## config.mk

```make
export PLATFORM = sky130hd
export DESIGN_NAME = tpu_mac_unit_pe
export DESIGN_NICKNAME = d
export VERILOG_FILES = /design/src/rtl/tpu_mac_unit_pe.sv
export SDC_FILE = /design/constraint.sdc
export NUM_CORES = 2
export LEC_CHECK = 0
export CORE_ASPECT_RATIO = 2
export CORE_MARGIN = 3
export CORE_UTILIZATION = 45
export DETAILED_ROUTE_END_ITERATION = 16
export GPL_ROUTABILITY_DRIVEN = 0
export PLACE_DENSITY = 0.7
export SLEW_MARGIN = 20
export SYNTH_ARGS = -nofsm -noshare
export SYNTH_HDL_FRONTEND = slang
export SYNTH_SLANG_ARGS = --single-unit
```

## constraint.sdc

```tcl
create_clock -name clk -period 27.4 [get_ports clk]
set_input_delay 5.48 -clock clk [delete_from_list [all_inputs] [get_ports clk]]
set_output_delay 5.48 -clock clk [all_outputs]
set_load 0.01 [all_outputs]
```

## src/rtl/tpu_mac_unit_pe.sv

```systemverilog
// Systolic-array PE: stationary weight, INT8 / FP16 / FP32 multiply or multiply-accumulate
// with saturating INT results, truncating (round-toward-zero) FP and registered forwarding.
module tpu_mac_unit_pe #(
    parameter int DATA_WIDTH = 32
) (
    input  logic                  clk,
    input  logic                  rst_n,
    input  logic                  enable,
    input  logic [1:0]            data_type,
    input  logic [DATA_WIDTH-1:0] a_in,
    input  logic [DATA_WIDTH-1:0] b_in,
    input  logic [DATA_WIDTH-1:0] c_in,
    input  logic                  load_weight,
    input  logic                  accumulate,
    output logic [DATA_WIDTH-1:0] a_out,
    output logic [DATA_WIDTH-1:0] b_out,
    output logic [DATA_WIDTH-1:0] c_out,
    output logic                  overflow,
    output logic                  underflow
);

    typedef enum logic [1:0] {DT_INT8 = 2'b00, DT_FP16 = 2'b01, DT_FP32 = 2'b10, DT_RSVD = 2'b11} data_type_e;

    typedef struct packed {
        logic [31:0] val;
        logic        ovf;
        logic        unf;
    } fp_res_t;

    localparam logic [31:0] QNAN = 32'h7FC0_0000;

    function automatic logic is_nan(input logic [31:0] x);
        return (x[30:23] == 8'hFF) && (x[22:0] != 23'd0);
    endfunction

    function automatic logic is_inf(input logic [31:0] x);
        return (x[30:23] == 8'hFF) && (x[22:0] == 23'd0);
    endfunction

    function automatic logic [31:0] flush_fp32(input logic [31:0] x);
        return (x[30:23] == 8'h00) ? {x[31], 31'd0} : x;
    endfunction

    function automatic logic [31:0] widen_fp16(input logic [15:0] h);
        logic [31:0] r;
        r = {h[15], 8'd112 + {3'b000, h[14:10]}, h[9:0], 13'd0};
        if (h[14:10] == 5'h00)      r = {h[15], 31'd0};
        else if (h[14:10] == 5'h1F) r = {h[15], 8'hFF, h[9:0], 13'd0};
        return r;
    endfunction

    // Packs an already truncated significand; biased exponent may be out of range either way.
    function automatic fp_res_t pack(input logic s, input logic signed [10:0] e, input logic [22:0] m);
        fp_res_t r;
        r.val = {s, e[7:0], m};
        r.ovf = 1'b0;
        r.unf = 1'b0;
        if (e > 11'sd254) begin
            r.val = {s, 8'hFF, 23'd0};
            r.ovf = 1'b1;
        end else if (e < 11'sd1) begin
            r.val = {s, 31'd0};
            r.unf = 1'b1;
        end
        return r;
    endfunction

    function automatic fp_res_t fp_mul(input logic [31:0] x, input logic [31:0] y);
        fp_res_t            r;
        logic               s;
        logic [47:0]        p;
        logic signed [10:0] e;
        s     = x[31] ^ y[31];
        r.val = {s, 31'd0};
        r.ovf = 1'b0;
        r.unf = 1'b0;
        p     = 48'({1'b1, x[22:0]}) * 48'({1'b1, y[22:0]});
        e     = $signed({3'b000, x[30:23]}) + $signed({3'b000, y[30:23]}) - 11'sd127;
        if (is_nan(x) || is_nan(y) || (is_inf(x) && y[30:0] == 31'd0) || (is_inf(y) && x[30:0] == 31'd0))
            r.val = QNAN;
        else if (is_inf(x) || is_inf(y))
            r.val = {s, 8'hFF, 23'd0};
        else if (x[30:0] != 31'd0 && y[30:0] != 31'd0)
            r = pack(s, p[47] ? e + 11'sd1 : e, p[47] ? p[46:24] : p[45:23]);
        return r;
    endfunction

    // One guard bit suffices for truncation: the smaller addend is floored when adding and
    // ceiled when subtracting, so the truncated sum matches the truncated exact result.
    function automatic fp_res_t fp_add(input logic [31:0] x, input logic [31:0] y);
        fp_res_t            r;
        logic [31:0]        big, sml;
        logic [7:0]         d;
        logic [49:0]        wide;
        logic [25:0]        ma, mb, sum, norm;
        logic [4:0]         lead;
        logic               sub;
        logic signed [10:0] e;
        r.val = x;
        r.ovf = 1'b0;
        r.unf = 1'b0;
        if (x[30:0] >= y[30:0]) begin
            big = x;
            sml = y;
        end else begin
            big = y;
            sml = x;
        end
        sub  = x[31] ^ y[31];
        d    = big[30:23] - sml[30:23];
        wide = {1'b1, sml[22:0], 1'b0, 25'd0} >> ((d > 8'd26) ? 8'd26 : d);
        ma   = {2'b01, big[22:0], 1'b0};
        mb   = {1'b0, wide[49:25]} + (sub ? {25'd0, |wide[24:0]} : 26'd0);
        sum  = sub ? ma - mb : ma + mb;
        lead = 5'd0;
        for (int i = 0; i < 26; i++)
            if (sum[i]) lead = 5'(i);
        norm = sum << (5'd25 - lead);
        e    = $signed({3'b000, big[30:23]}) + $signed({6'b000000, lead}) - 11'sd24;
        if (is_nan(x) || is_nan(y) || (is_inf(x) && is_inf(y) && sub))
            r.val = QNAN;
        else if (is_inf(big))
            r.val = big;
        else if (sml[30:0] == 31'd0)
            r.val = (big[30:0] == 31'd0) ? {x[31] & y[31], 31'd0} : big;
        else if (sum == 26'd0)
            r.val = 32'd0;
        else
            r = pack(big[31], e, norm[24:2]);
        return r;
    endfunction

    logic [DATA_WIDTH-1:0] w_q, a_q, b_q, c_q, c_d;
    logic                  ovf_q, unf_q, ovf_d, unf_d;
    logic [31:0]           w_eff, op_a, op_w, op_c;
    logic signed [15:0]    a8, w8, int_prod;
    logic signed [32:0]    int_sum;
    fp_res_t               prod_r, add_r;

    // NOTE: every variable gets a default at the top of always_comb so no latch is inferred.
    always_comb begin
        w_eff    = load_weight ? b_in : w_q;
        a8       = 16'($signed(a_in[7:0]));
        w8       = 16'($signed(w_eff[7:0]));
        int_prod = a8 * w8;
        int_sum  = 33'(int_prod) + (accumulate ? 33'($signed(c_in)) : 33'sd0);
        op_a     = (data_type == DT_FP16) ? widen_fp16(a_in[15:0])  : flush_fp32(a_in);
        op_w     = (data_type == DT_FP16) ? widen_fp16(w_eff[15:0]) : flush_fp32(w_eff);
        op_c     = flush_fp32(c_in);
        prod_r   = fp_mul(op_a, op_w);
        add_r    = fp_add(prod_r.val, op_c);
        c_d      = int_sum[31:0];
        ovf_d    = 1'b0;
        unf_d    = 1'b0;
        if (data_type == DT_FP16 || data_type == DT_FP32) begin
            if (!accumulate) begin
                c_d   = prod_r.val;
                ovf_d = prod_r.ovf;
                unf_d = prod_r.unf;
            end else begin
                c_d   = add_r.val;
                ovf_d = add_r.ovf | (prod_r.ovf & is_inf(add_r.val));
                unf_d = add_r.unf | (prod_r.unf & (add_r.val[30:0] == 31'd0));
            end
        end else if (int_sum[32:31] == 2'b01) begin
            c_d   = 32'h7FFF_FFFF;
            ovf_d = 1'b1;
        end else if (int_sum[32:31] == 2'b10) begin
            c_d   = 32'h8000_0000;
            unf_d = 1'b1;
        end
    end

    // NOTE: non-blocking assignments so every register samples pre-edge values.
    always_ff @(posedge clk or negedge rst_n) begin
        if (!rst_n) begin
            w_q   <= '0;
            a_q   <= '0;
            b_q   <= '0;
            c_q   <= '0;
            ovf_q <= 1'b0;
            unf_q <= 1'b0;
        end else if (enable) begin
            if (load_weight) w_q <= b_in;
            a_q   <= a_in;
            b_q   <= b_in;
            c_q   <= c_d;
            ovf_q <= ovf_d;
            unf_q <= unf_d;
        end else begin
            ovf_q <= 1'b0;
            unf_q <= 1'b0;
        end
    end

    assign a_out     = a_q;
    assign b_out     = b_q;
    assign c_out     = c_q;
    assign overflow  = ovf_q;
    assign underflow = unf_q;

endmodule

```

==> results of run 1 <==
per-stage QoR:
stage               TNS [ns]  cells
CTS                        0   7320
detailed placement    -72.79   7266
global placement      -52.03   7266
floorplan                  0   5075
per-layer routing:
metal / GRT overflow / GRT usage, %
met5: 0 / 5.242
met4: 16 / 48.36
met3: 1 / 20.98
met2: 15 / 68.13
met1: 0 / 39.80
kinds of logic after synthesis:
| logic type | count (synthesis) | share of synthesized area (%) |
|---|---|---|
| AOI/OAI and AO/OA | 905 | 14.62 |
| muxes | 205 | 5.860 |
| adders and majority gates | 980 | 40.68 |
| buffers and inverters | 1077 | 9.964 |
| DFF | 130 | 7.806 |
| and+or+nand+nor | 1661 | 18.51 |
| xor gates and xnor gates | 117 | 2.561 |
cell usage after synthesis (15+ instances only):
cell      count  area (um^2)
clkbuf_1    181        679.4
nand4_1      50        312.8
inv_1       820         3078
nand2_1     574         2155
or3_1        25        156.4
nor2_1      520         1952
and3_1       20        125.1
a21oi_1     247         1236
o221ai_1     19        166.4
or2_2        18        112.6
ha_1        355         4442
o21bai_1     21        157.7
fa_1        625        12510
o21a_1       23        172.7
o31ai_1      25        187.7
or4_1        18        135.1
buf_2        25        125.1
o211ai_1     29        217.7
a21boi_0     16        120.1
nor2b_1      26        162.7
mux4_2       20        450.4
mux2_2      109         1227
a21o_1       50        375.4
buf_1        19        71.32
a211oi_1     27        202.7
nand2b_1     36        225.2
nor4_1       43        269.0
o22ai_1      17        106.4
xnor2_1      78        683.2
mux2i_1      75        750.7
and2_1       91        569.3
nand3_1      77        385.4
nor3_1       91        455.4
a22oi_1      15        112.6
o21ai_0     176        880.8
dfrtp_1     130         3253
xor2_1       35        306.5
a31oi_1      35        219.0
timing repair:
| item | CTS |
|---|---|
| cloned | 1 |
| endpoints found under the setup margin | 33 |
| hold endpoints to repair | 0 |
| hold buffers | 0 |
| pin swaps | 48 |
| buffers inserted | 21 |
| gates resized for setup | 121 |
==> summary.txt, run 1 <==
Outcome
  • Status: stopped before the end
  • Fail Step: 5_1_grt
  • Stop err: [ERROR GRT-0232] Routing congestion too high. Check the congestion heatmap in the GUI.

Placement
  • Area after DPL: ~0.053 mm^2
  • Dpl hpwl: 158,600 um
  • Port bufs: 200
  • Worst slack, placed: -2.568 ns

Synthesis
  • Post-synth ARST share: 100.0%
  • Yosys cell types: roughly 110
  • Syn_area_per_cell: 8.212 um^2
  • Syn Inst Count: 5,075
  • Post-synthesis sequential area ratio: 7.806%
  • Yosys warnings: 0
  • Syn nets: 6,158
  • FF+latch count, synth: 130
  • Syn Std Cell Area: 0.04168 mm^2
  • Post-synth EDFFs: 0
  • Ys flop type: dfrtp_1

Clock network
  • Clock Path Buffers: 2
  • Total CTS buffers: 17
  • H-tree levels: 4
  • Clk sinks: 130
  • Root Buffer: clkbuf_16

Floorplan
  • Rows: 157
  • # IOs: 201
  • Initial core utilization: a little under half
  • Width of the die: 221.2 um
  • Die height: 436.4 um

GRT
  • Gr usage total: 44.10%
  • Remaining global-route overflow: 32
  • Largest net degree at the start of global routing: 73

STA
  • Worst_ep grt: overflow$_DFF_PN0_/D
  • Worst EP kind: sequential cell input
==> run 2, diff against run 1 <==
Settings changed: CORE_ASPECT_RATIO 2 to default, CORE_UTILIZATION 45 to 30, PLACE_DENSITY 0.7 to default, PLACE_DENSITY_LB_ADDON from default to 0.15.
==> summary.txt, run 2 <==
Hold path
  • Hold Path End: c_out[30]$_DFFE_PN0P_
  • Hold/Removal Path Class: reg2reg
  • Min-delay src: c_out[30]$_DFFE_PN0P_
  • Hold Path Depth: 1

Synthesis
  • Post-synth top area cell: fa_1
  • Post-synthesis sequential area ratio: 7.806%
  • Largest cells by area after synthesis: fa_1, ha_1, dfrtp_1
  • Post-synth EDFFs: 0
  • Yosys warnings: 0
  • Yosys cell types: 111
  • Yosys top cell area share: 30.02%
  • Synth cell count leaders: inv_1, fa_1, nand2_1
  • FF+latch count, synth: 130
  • Ys flop type: dfrtp_1
  • Syn nets: 6,158
  • Syn Inst Count: between 5,000 and 6,000
  • Post-synth ARST share: between 90% and 100%
  • Syn Std Cell Area: 0.04168 mm^2
  • Top-count cell post-synth: inv_1
  • Syn_area_per_cell: 8.212 um^2

STA
  • RSZ-0062 raised after global routing: yes
  • Setup_tns: 0 ns
  • Pins Over Slew Limit: 0
  • Highest Clock Rate: 36.54 MHz
  • Period utilisation layout: 99.89%
  • Max Clock Skew: 0.02222 ns
  • Worst-margin pin slew: 1.298 ns
  • Final Hold Viols: 0
  • Relative slew slack: 13.29%
  • Final Setup Violations: 0
  • Fin crit period: 27.37 ns

Finish
  • Layout cells sized above 1: about 29%
  • Final instance area: 0.05796 mm^2
  • Fin nets: 7,373
  • Commonest non-fill, non-tap cell in the layout: buf_4
  • Commonest non-fill, non-tap cells in the layout: buf_4, inv_1, fa_1
  • Area grow syn2layout: 39.07%

Critical path
  • Reg2Reg Setup Slack: just under 5 ns
  • Worst Reg-to-Reg Cells: 109
  • CP Max Fanout: 7
  • WP depth: 113
  • Critical Path Start Type: input pin
  • Biggest cell delay along the critical path: around 0.60 ns
  • FF-to-FF Start: w_q[24]$_DFFE_PN0P_
  • Crit Path Class: in2reg
  • CP endpoint kind: flip-flop
  • Slowest-stage cell, CP: fa_2
  • Worst path top cell family by delay: compound AO/OA/AOI/OAI gates
  • Worst r2r dst: overflow$_DFF_PN0_
  • Critical path required time: ~28 ns
  • Crit path DAT: 27.74 ns
  • Buf/Inv on CP: 23

Clock network
  • Clk sinks: 130
  • Clk_lat worst skew: 0.48 ns
  • Cts-stage hold buffer count: 0
  • Root Buffer: clkbuf_16
  • CTS tree: yes
  • Clock transition at path regs: 0.06 ns
  • Total CTS buffers: 17
  • Clock Path Buffers: 2
  • H-tree levels: 4

Placement
  • Dpl hpwl: about 160,000 um
  • Port bufs: 200
  • Area after DPL: 0.05398 mm^2

Detailed routing
  • DRC: 0
  • Antenna viol nets, final: 0
  • Drt initial violations: about 3,100
  • Routed WL: 183,300 um
  • Pre-antenna DRT Iters: 7
  • WL/cell: 22.63 um
  • Total vias in the final route: ~42,000
  • Vias per inst: 5.158

GRT
  • First-pass GRT wire length: 271,800 um
  • Gr usage total: 25.15%
  • Largest net degree at the start of global routing: 80
  • Initial antenna violation count: 1
  • Vias in the first global route: 42,870
  • Remaining global-route overflow: 0

Job
  • Maxcap violations: 0

Floorplan
  • # IOs: roughly 200
  • Width of the die: 378.7 um
  • Initial core utilization: a little under a third
  • Die height: roughly 380 um
  • Die area: 0.1434 mm^2
  • Core area: between 0.1 and 0.15 mm^2
  • Rows: 136

Outcome
  • Status: finished, final reports clean
## run 2: cell counts after synthesis
No cell type changed its count.
## run 2: metal layers
metal  wire (um)  track usage, %  part of all wire, %
met1       76470           32.77                   42
met2       86710           41.81                   47
met3        9796           2.622                  5.3
met4       10290           11.83                  5.6
met5           0               0                    0
## run 2: cell families (layout without fill, tap and decap cells)
family                     count (synthesis)  after routing  synth area share, %
muxes                                    205            205                5.860
buffers and inverters                   1077           2305                9.964
DFF                                      130            130                7.806
other                                      0              3                    0
adders and majority gates                980            980                40.68
AOI/OAI and AO/OA                        905            905                14.62
and+or+nand+nor                         1661           1661                18.51
xor gates and xnor gates                 117            117                2.561
## run 2: layout make-up
| cell class | count | area (um^2) |
|---|---|---|
| diodes | 3 | 7.507 |
| clock buffers | 17 | 425.4 |
| clock inverters | 15 | 145.1 |
| fillers | 13990 | 79700 |
| inverters | 837 | 3166 |
| multi-input cells | 3868 | 36500 |
| flip-flops and latches | 130 | 3253 |
| well taps | 1794 | 2245 |
| repair buffers | 1436 | 12220 |
## run 2: worst register-to-register path: cells and delay by family (launching register included)
kind	cells	cell delay (ns)
buf+inv	17	2.32
fa+ha+maj	15	5.18
mux	3	0.62
flops	1	0.41
compound gates	41	7.03
xor+xnor	3	0.52
simple gates	30	6.39
## run 2: what timing repair did
action,4_1_cts,5_1_grt
endpoints found under the setup margin,33,33
setup buffers,43,88
pin swaps,90,280
gates resized for setup,159,431
gates cloned,1,2
## run 2: worst max-delay path by stage
stage / startpoint / endpoint / slack (ns)
after floorplan: load_weight / overflow$_DFF_PN0_ / 0.01
after global placement: data_type[1] / overflow$_DFF_PN0_ / -2.35
after detailed placement: data_type[1] / overflow$_DFF_PN0_ / -2.17
after CTS: data_type[1] / overflow$_DFF_PN0_ / 0.0001
after global routing: load_weight / overflow$_DFF_PN0_ / -0.89
final: a_in[24] / overflow$_DFF_PN0_ / 0.03
## run 2: per-stage QoR
step           util [%]  std cells  worst slack, ns  hold slack, ns
2_1_floorplan         -       5075         0.009509          0.4754
3_3_place_gp      39.21       7938           -2.354          0.4659
3_5_place_dp      39.21       7938           -2.173          0.4685
4_1_cts           40.37       8014       0.00009770          0.4832
5_1_grt           42.10       8097          -0.8931          0.5058
6_report          42.10       8100          0.02956          0.4798
Power of run 2 is not shown: default switching activity piles up to over one toggle a cycle in this logic, so the estimate is an artifact.
